File: src/rtl/pipe_adder.sv
// Pipelined WIDTH-bit add/subtract split into STAGES carry-chained segments, with sum/carry/overflow/zero flags.
// Latency STAGES cycles: a beat captured at a rising edge E is presented after edge E+STAGES-1; 1 beat/cycle.
// Backpressure: the whole pipe freezes while out_valid=1 and out_ready=0; in_ready mirrors that advance condition.
//
// Ports:
//   clk, rst_n            rising-edge clock, asynchronous active-low reset
//   in_valid/in_ready     operand handshake; in1 = A, in2 = B, op_sub selects A-B
//   out_valid/out_ready   result handshake; sum_out, carry_out, ovf_out, zero_out
// Build option: define PIPE_ADDER_SAT_EN to saturate sum_out on signed overflow.
module pipe_adder #(
  parameter int WIDTH  = 32,
  parameter int STAGES = 4
) (
  input  logic             clk,
  input  logic             rst_n,
  input  logic             in_valid,
  output logic             in_ready,
  input  logic [WIDTH-1:0] in1,
  input  logic [WIDTH-1:0] in2,
  input  logic             op_sub,
  output logic             out_valid,
  input  logic             out_ready,
  output logic [WIDTH-1:0] sum_out,
  output logic             carry_out,
  output logic             ovf_out,
  output logic             zero_out
);

  // WIDTH must be a multiple of STAGES.
  localparam int SEG = WIDTH / STAGES;
  localparam int L   = STAGES - 1;

  logic advance;

  // Inputs seen by each stage: the port for stage 0, the previous stage's registers otherwise.
  logic [WIDTH-1:0] st_a [STAGES];
  logic [WIDTH-1:0] st_b [STAGES];
  logic [WIDTH-1:0] st_s [STAGES];
  logic             st_c [STAGES];
  logic             st_v [STAGES];

  // Stage registers. a/b hold only the not-yet-consumed upper segments (consumed ones are zeroed),
  // s accumulates the lower partial sums so they leave aligned with the top segment.
  logic [WIDTH-1:0] a_d [STAGES];
  logic [WIDTH-1:0] a_q [STAGES];
  logic [WIDTH-1:0] b_d [STAGES];
  logic [WIDTH-1:0] b_q [STAGES];
  logic [WIDTH-1:0] s_d [STAGES];
  logic [WIDTH-1:0] s_q [STAGES];
  logic             c_d [STAGES];
  logic             c_q [STAGES];
  logic             v_d [STAGES];
  logic             v_q [STAGES];

  logic             ovf_d;
  logic             ovf_q;
  logic             zero_d;
  logic             zero_q;
  logic [SEG:0]     seg_res;

`ifdef PIPE_ADDER_SAT_EN
  localparam logic [WIDTH-1:0] SAT_POS = {1'b0, {(WIDTH-1){1'b1}}};
  localparam logic [WIDTH-1:0] SAT_NEG = {1'b1, {(WIDTH-1){1'b0}}};
  logic sat_neg_d;
  logic sat_neg_q;
`endif

  always_comb begin
    advance = ~v_q[L] | out_ready;

    // Subtract is A + ~B + 1: the +1 enters as the stage-0 carry-in.
    st_a[0] = in1;
    st_b[0] = op_sub ? ~in2 : in2;
    st_c[0] = op_sub;
    st_s[0] = '0;
    // Only sampled when advance=1, where in_ready=1, so this equals in_valid & in_ready.
    st_v[0] = in_valid;
    for (int k = 1; k < STAGES; k++) begin
      st_a[k] = a_q[k-1];
      st_b[k] = b_q[k-1];
      st_c[k] = c_q[k-1];
      st_s[k] = s_q[k-1];
      st_v[k] = v_q[k-1];
    end

    seg_res = '0;
    for (int k = 0; k < STAGES; k++) begin
      seg_res = {1'b0, st_a[k][k*SEG +: SEG]}
              + {1'b0, st_b[k][k*SEG +: SEG]}
              + {{SEG{1'b0}}, st_c[k]};
      s_d[k]                 = st_s[k];
      s_d[k][k*SEG +: SEG]   = seg_res[SEG-1:0];
      c_d[k]                 = seg_res[SEG];
      a_d[k]                 = st_a[k];
      a_d[k][k*SEG +: SEG]   = '0;
      b_d[k]                 = st_b[k];
      b_d[k][k*SEG +: SEG]   = '0;
      v_d[k]                 = st_v[k];
    end

    // The last stage still sees the top segment of A and B', so the sign bits are available here.
    ovf_d = (st_a[L][WIDTH-1] == st_b[L][WIDTH-1]) & (s_d[L][WIDTH-1] != st_a[L][WIDTH-1]);
`ifdef PIPE_ADDER_SAT_EN
    sat_neg_d = st_a[L][WIDTH-1];
    // A saturated value is never zero.
    zero_d    = ovf_d ? 1'b0 : ~|s_d[L];
`else
    zero_d    = ~|s_d[L];
`endif
  end

  always_ff @(posedge clk or negedge rst_n) begin
    if (!rst_n) begin
      for (int k = 0; k < STAGES; k++) begin
        a_q[k] <= '0;
        b_q[k] <= '0;
        s_q[k] <= '0;
        c_q[k] <= 1'b0;
        v_q[k] <= 1'b0;
      end
      ovf_q  <= 1'b0;
      zero_q <= 1'b0;
`ifdef PIPE_ADDER_SAT_EN
      sat_neg_q <= 1'b0;
`endif
    end else if (advance) begin
      for (int k = 0; k < STAGES; k++) begin
        v_q[k] <= v_d[k];
        // Bubbles do not overwrite data, so the output holds its last result while idle.
        if (v_d[k]) begin
          a_q[k] <= a_d[k];
          b_q[k] <= b_d[k];
          s_q[k] <= s_d[k];
          c_q[k] <= c_d[k];
        end
      end
      if (v_d[L]) begin
        ovf_q  <= ovf_d;
        zero_q <= zero_d;
`ifdef PIPE_ADDER_SAT_EN
        sat_neg_q <= sat_neg_d;
`endif
      end
    end
  end

  assign in_ready  = advance;
  assign out_valid = v_q[L];
  assign carry_out = c_q[L];
  assign ovf_out   = ovf_q;
  assign zero_out  = zero_q;

`ifdef PIPE_ADDER_SAT_EN
  // Saturation mux sits after the last register; ovf_q is 0 in reset so sum_out reads 0 then.
  assign sum_out = ovf_q ? (sat_neg_q ? SAT_NEG : SAT_POS) : s_q[L];
`else
  assign sum_out = s_q[L];
`endif

endmodule

File: config.mk
export PLATFORM = sky130hd
export DESIGN_NAME = pipe_adder
export DESIGN_NICKNAME = d
export VERILOG_FILES = /design/src/rtl/pipe_adder.sv
export SDC_FILE = /design/constraint.sdc
export NUM_CORES = 1
export LEC_CHECK = 0
export CAP_MARGIN = 25
export CELL_PAD_IN_SITES_DETAIL_PLACEMENT = 2
export CELL_PAD_IN_SITES_GLOBAL_PLACEMENT = 2
export CORE_MARGIN = 1
export CORE_UTILIZATION = 41
export CTS_CLUSTER_DIAMETER = 60
export DETAILED_ROUTE_END_ITERATION = 8
export PLACE_DENSITY_LB_ADDON = 0.12
export RECOVER_POWER = 25
export SLEW_MARGIN = 5
export SYNTH_ARGS = -nofsm -noshare
export SYNTH_HDL_FRONTEND = slang
export SYNTH_SLANG_ARGS = --single-unit
File: constraint.sdc
create_clock -name clk -period 4.9 [get_ports clk]
set_input_delay 0.98 -clock clk [delete_from_list [all_inputs] [get_ports clk]]
set_output_delay 0.98 -clock clk [all_outputs]
set_load 0.05 [all_outputs]
==> impl_metrics.toml <==
[yosys]
yosysUniqueCellTypes = 40
synth_top_area_share_pct = 55.66
synthesis.area_sq_um = 8363
synth_compound_area_share_pct = 7.795
synth_seq_cells = 186
synth_mux_area_share_pct = 17.13
netlist_top_cells_area = "dfrtp_1 56%, mux2_1 17%, ha_1 4.2%"
yosys_warnings = 0
syn-num-nets = 769
yosys.area_share.simple_pct = 5.969
syn-mean-instance-area_sq_um = 12.58
synth_top_family_by_area = "multiplexers"
synth_top_cell_by_area = "dfrtp_1"
synth_fa_ha_area_share_pct = 5.865
synthCells = 665
synth_xor_area_share_pct = 5.236
synth_seq_area_share_pct = 55.66

[routing]
drcViolationCount = 0
ant_nets = 0
detail_route.wirelength.met1_um = 8804
dr_wl_met2_um = 11510
firstDrtPassIters = 4
vias = 5426
drt_iter0_markers = 166
top_layer_used = "met4"
wl_met3_um = 622
routedWlPerCell_um = 20.42
via_per_inst = 5.197
wl_um = 21320

[finish]
fin_area_sq_um = 10320
nets = 871
drive_above_1_share_pct = 5.777
fin_cells = 1044
area_delta_synth_final_pct = 23.35
nFillCells = 1868
n_antenna_cell = 0

[timing]
timing.fmax_mhz = 270.4
fin_crit_sh_pct = 75.47
grt_setup_unrepaired = "false"
setup_viol = 0
layout_min_cycle_time_ps = 3698
slew_headroom_pct = -45.26
fin_setup_tns_ps = 0
final_hold_viol_count = 0
worst_slew_pin_slew_ps = 2179
slew_violations = 86
setup_ws_ps = 1202
fin_skew_ps = 8.862

[floorplanning]
core_sq_um = 19720
die_area_sq_um = 20970
io_pins = 106
die_h_um = 144.8
rows = 51
initial_core_util_pct = 42.41
die_w_um = 144.8

[power]
power.total_w = 0.007335
peakVddDrop_uv = 307.7
p_leak_nw = 4.552
power_density_nw_per_um2 = 711.0

[hold_path]
min_from = "s_d[69]$_DFFE_PN0P_"
holdPathEnd = "s_d[69]$_DFFE_PN0P_"
hold_depth = 2
hold_class = "flop to flop"

[setup_path]
r2r_slack_ps = 2030
worstPathRequired_ps = 5210
reg2reg_depth = 8
critPathTopFamily = "buffers and inverters"
critPathSlowestCell = "clkbuf_2"
slowest_delay_ps = 1520
worst_setup_path_start_kind = "primary input"
arrival_ps = 4010
reg2reg_from = "a_q[56]$_DFFE_PN0P_"
cp_max_fo = 102
r2r_end = "zero_out$_DFFE_PN0P_"
critPathKind = "primary input to async pin"
path_buf_inv = 2
worstSetupEndpointType = "async pin"
path_cells = "clkbuf_2 -> clkbuf_4"

[place]
portBuffers = 105
gp_congestion = 0.8043
dp.cells = 1011
placed_area_sq_um = 9667
dp_slack_ps = 1173
place_hpwl_um = 13980

[clocking]
numCtsBuffers = 17
cts.sinks = 186
post_cts_buffers = 0
hold_buffers = 0
ctsResizeCount = 0
cts-root-buf = "clkbuf_16"
path_clk_slew_ps = 70
cts_htree_levels = 4
clock_latency_ps = 440
cts_tree = "built"
cts_max_path_buffers = 2

[status]
violations = "max-capacitance violations, max-slew violations"
status = "complete, but fails checks"

[global_route]
grt_max_degree = 103
grtUsageTotal_pct = 21.95
grt_pass1_vias = 6285
antenna_found_initial = 0
grt_pass1_wl_um = 34030
grt_overflow = 0

[run]
maxCapViolCount = 1
-- power breakdown --
| group | total (W) | switching, W | internal (W) |
|---|---|---|---|
| Sequential | 0.00270 | 0.000480 | 0.00222 |
| Clock | 0.00144 | 0.000584 | 0.000858 |
| Combinational | 0.00319 | 0.00187 | 0.00132 |
-- sequential cells by signal (all words and copies together) (netlist names) --
register and count:
a_q 24, zero_out 1, a_d 24, s_d 48, st_v 3, c_q 3
out_valid 1, b_d 24, b_q 24, sum_out 32, carry_out 1, ovf_out 1
-- per-layer routing --
| metal | GRT usage (%) | vias to the layer above |
|---|---|---|
| met5 | 0 | - |
| li1 | - | 2512 |
| met1 | 25.18 | 2785 |
| met2 | 40.71 | 98 |
| met3 | 4.047 | 31 |
| met4 | 7.590 | 0 |
-- metrics by stage --
stage | util, % | hold WS (ps)
CTS | 52.17 | 484.2
finish | 52.32 | 475.4
global placement | 49.03 | 457.8
floorplan | - | 441.3
detailed placement | 49.03 | 468.7
global route | 52.32 | 507.7
-- cell type report --
class	instances	area (sq um)	area share [%]
Inverter	17	63.81	0.6186
Clock inverter	9	136.4	1.322
Sequential cell	186	4654	45.12
Timing Repair Buffer	111	1119	10.84
Clock buffer	22	484.2	4.694
Multi-Input combinational cell	434	3527	34.19
Tap cell	265	331.6	3.214
-- worst max-delay path by stage --
stage	startpoint	to	slack [ps]	cells after the start
floorplan	op_sub	c_q[3]$_DFFE_PN0P_	1960	10
global placement	op_sub	c_q[3]$_DFFE_PN0P_	1300	9
detailed placement	op_sub	c_q[3]$_DFFE_PN0P_	1170	9
CTS	out_ready	in_ready	1300	4
global route	rst_n	s_d[13]$_DFFE_PN0P_	670	2
finish	rst_n	b_q[81]$_DFFE_PN0P_	1200	2
-- cell usage in the layout, fill, tap and decap left out, types with 3 or more instances in the layout --
| cell type | n |
|---|---|
| clkbuf_8 | 4 |
| inv_1 | 17 |
| o21ai_0 | 4 |
| nor3_1 | 10 |
| nor2_1 | 17 |
| o21ai_1 | 49 |
| clkbuf_16 | 17 |
| o21bai_1 | 7 |
| nor4_1 | 5 |
| nor2b_1 | 5 |
| dfrtp_1 | 186 |
| a21o_1 | 7 |
| xor2_1 | 15 |
| xnor2_1 | 35 |
| ha_1 | 28 |
| bufinv_16 | 3 |
| nand2_1 | 62 |
| clkdlybuf4s50_1 | 103 |
| mux2_1 | 125 |
| nand3_1 | 4 |
| o31ai_1 | 8 |
| buf_4 | 3 |
| nand2_2 | 3 |
| fa_1 | 7 |
| nand4_1 | 3 |
| a21oi_1 | 14 |
| o21a_1 | 6 |
-- cells by family (layout without fill, tap and decap cells) --
| family | after synthesis | after routing |
|---|---|---|
| adders and majority gates | 35 | 35 |
| AOI/OAI and AO/OA | 107 | 107 |
| muxes | 127 | 127 |
| xor gates and xnor gates | 50 | 50 |
| DFF | 186 | 186 |
| and+or+nand+nor | 115 | 115 |
| buffers and inverters | 45 | 159 |
-- synthesized netlist by cell type --
library cell / n
a211oi_1: 2
a211oi_2: 2
a21boi_1: 2
a21o_1: 7
a21oi_1: 14
a31oi_1: 1
and4b_1: 1
buf_2: 18
buf_4: 1
clkbuf_1: 8
clkbuf_2: 1
dfrtp_1: 186
fa_1: 7
ha_1: 28
inv_1: 16
inv_2: 1
mux2_1: 125
mux2_4: 1
mux2i_1: 1
nand2_1: 66
nand2b_1: 1
nand3_1: 4
nand4_1: 3
nor2_1: 17
nor2b_1: 5
nor3_1: 10
nor4_1: 5
o211a_1: 2
o21a_1: 6
o21ai_0: 4
o21ai_1: 49
o21ba_1: 1
o21bai_1: 7
o22ai_1: 1
o31ai_1: 8
o41ai_1: 1
or3_1: 2
or4_1: 1
xnor2_1: 35
xor2_1: 15
Power figures use the tool's default switching activity.
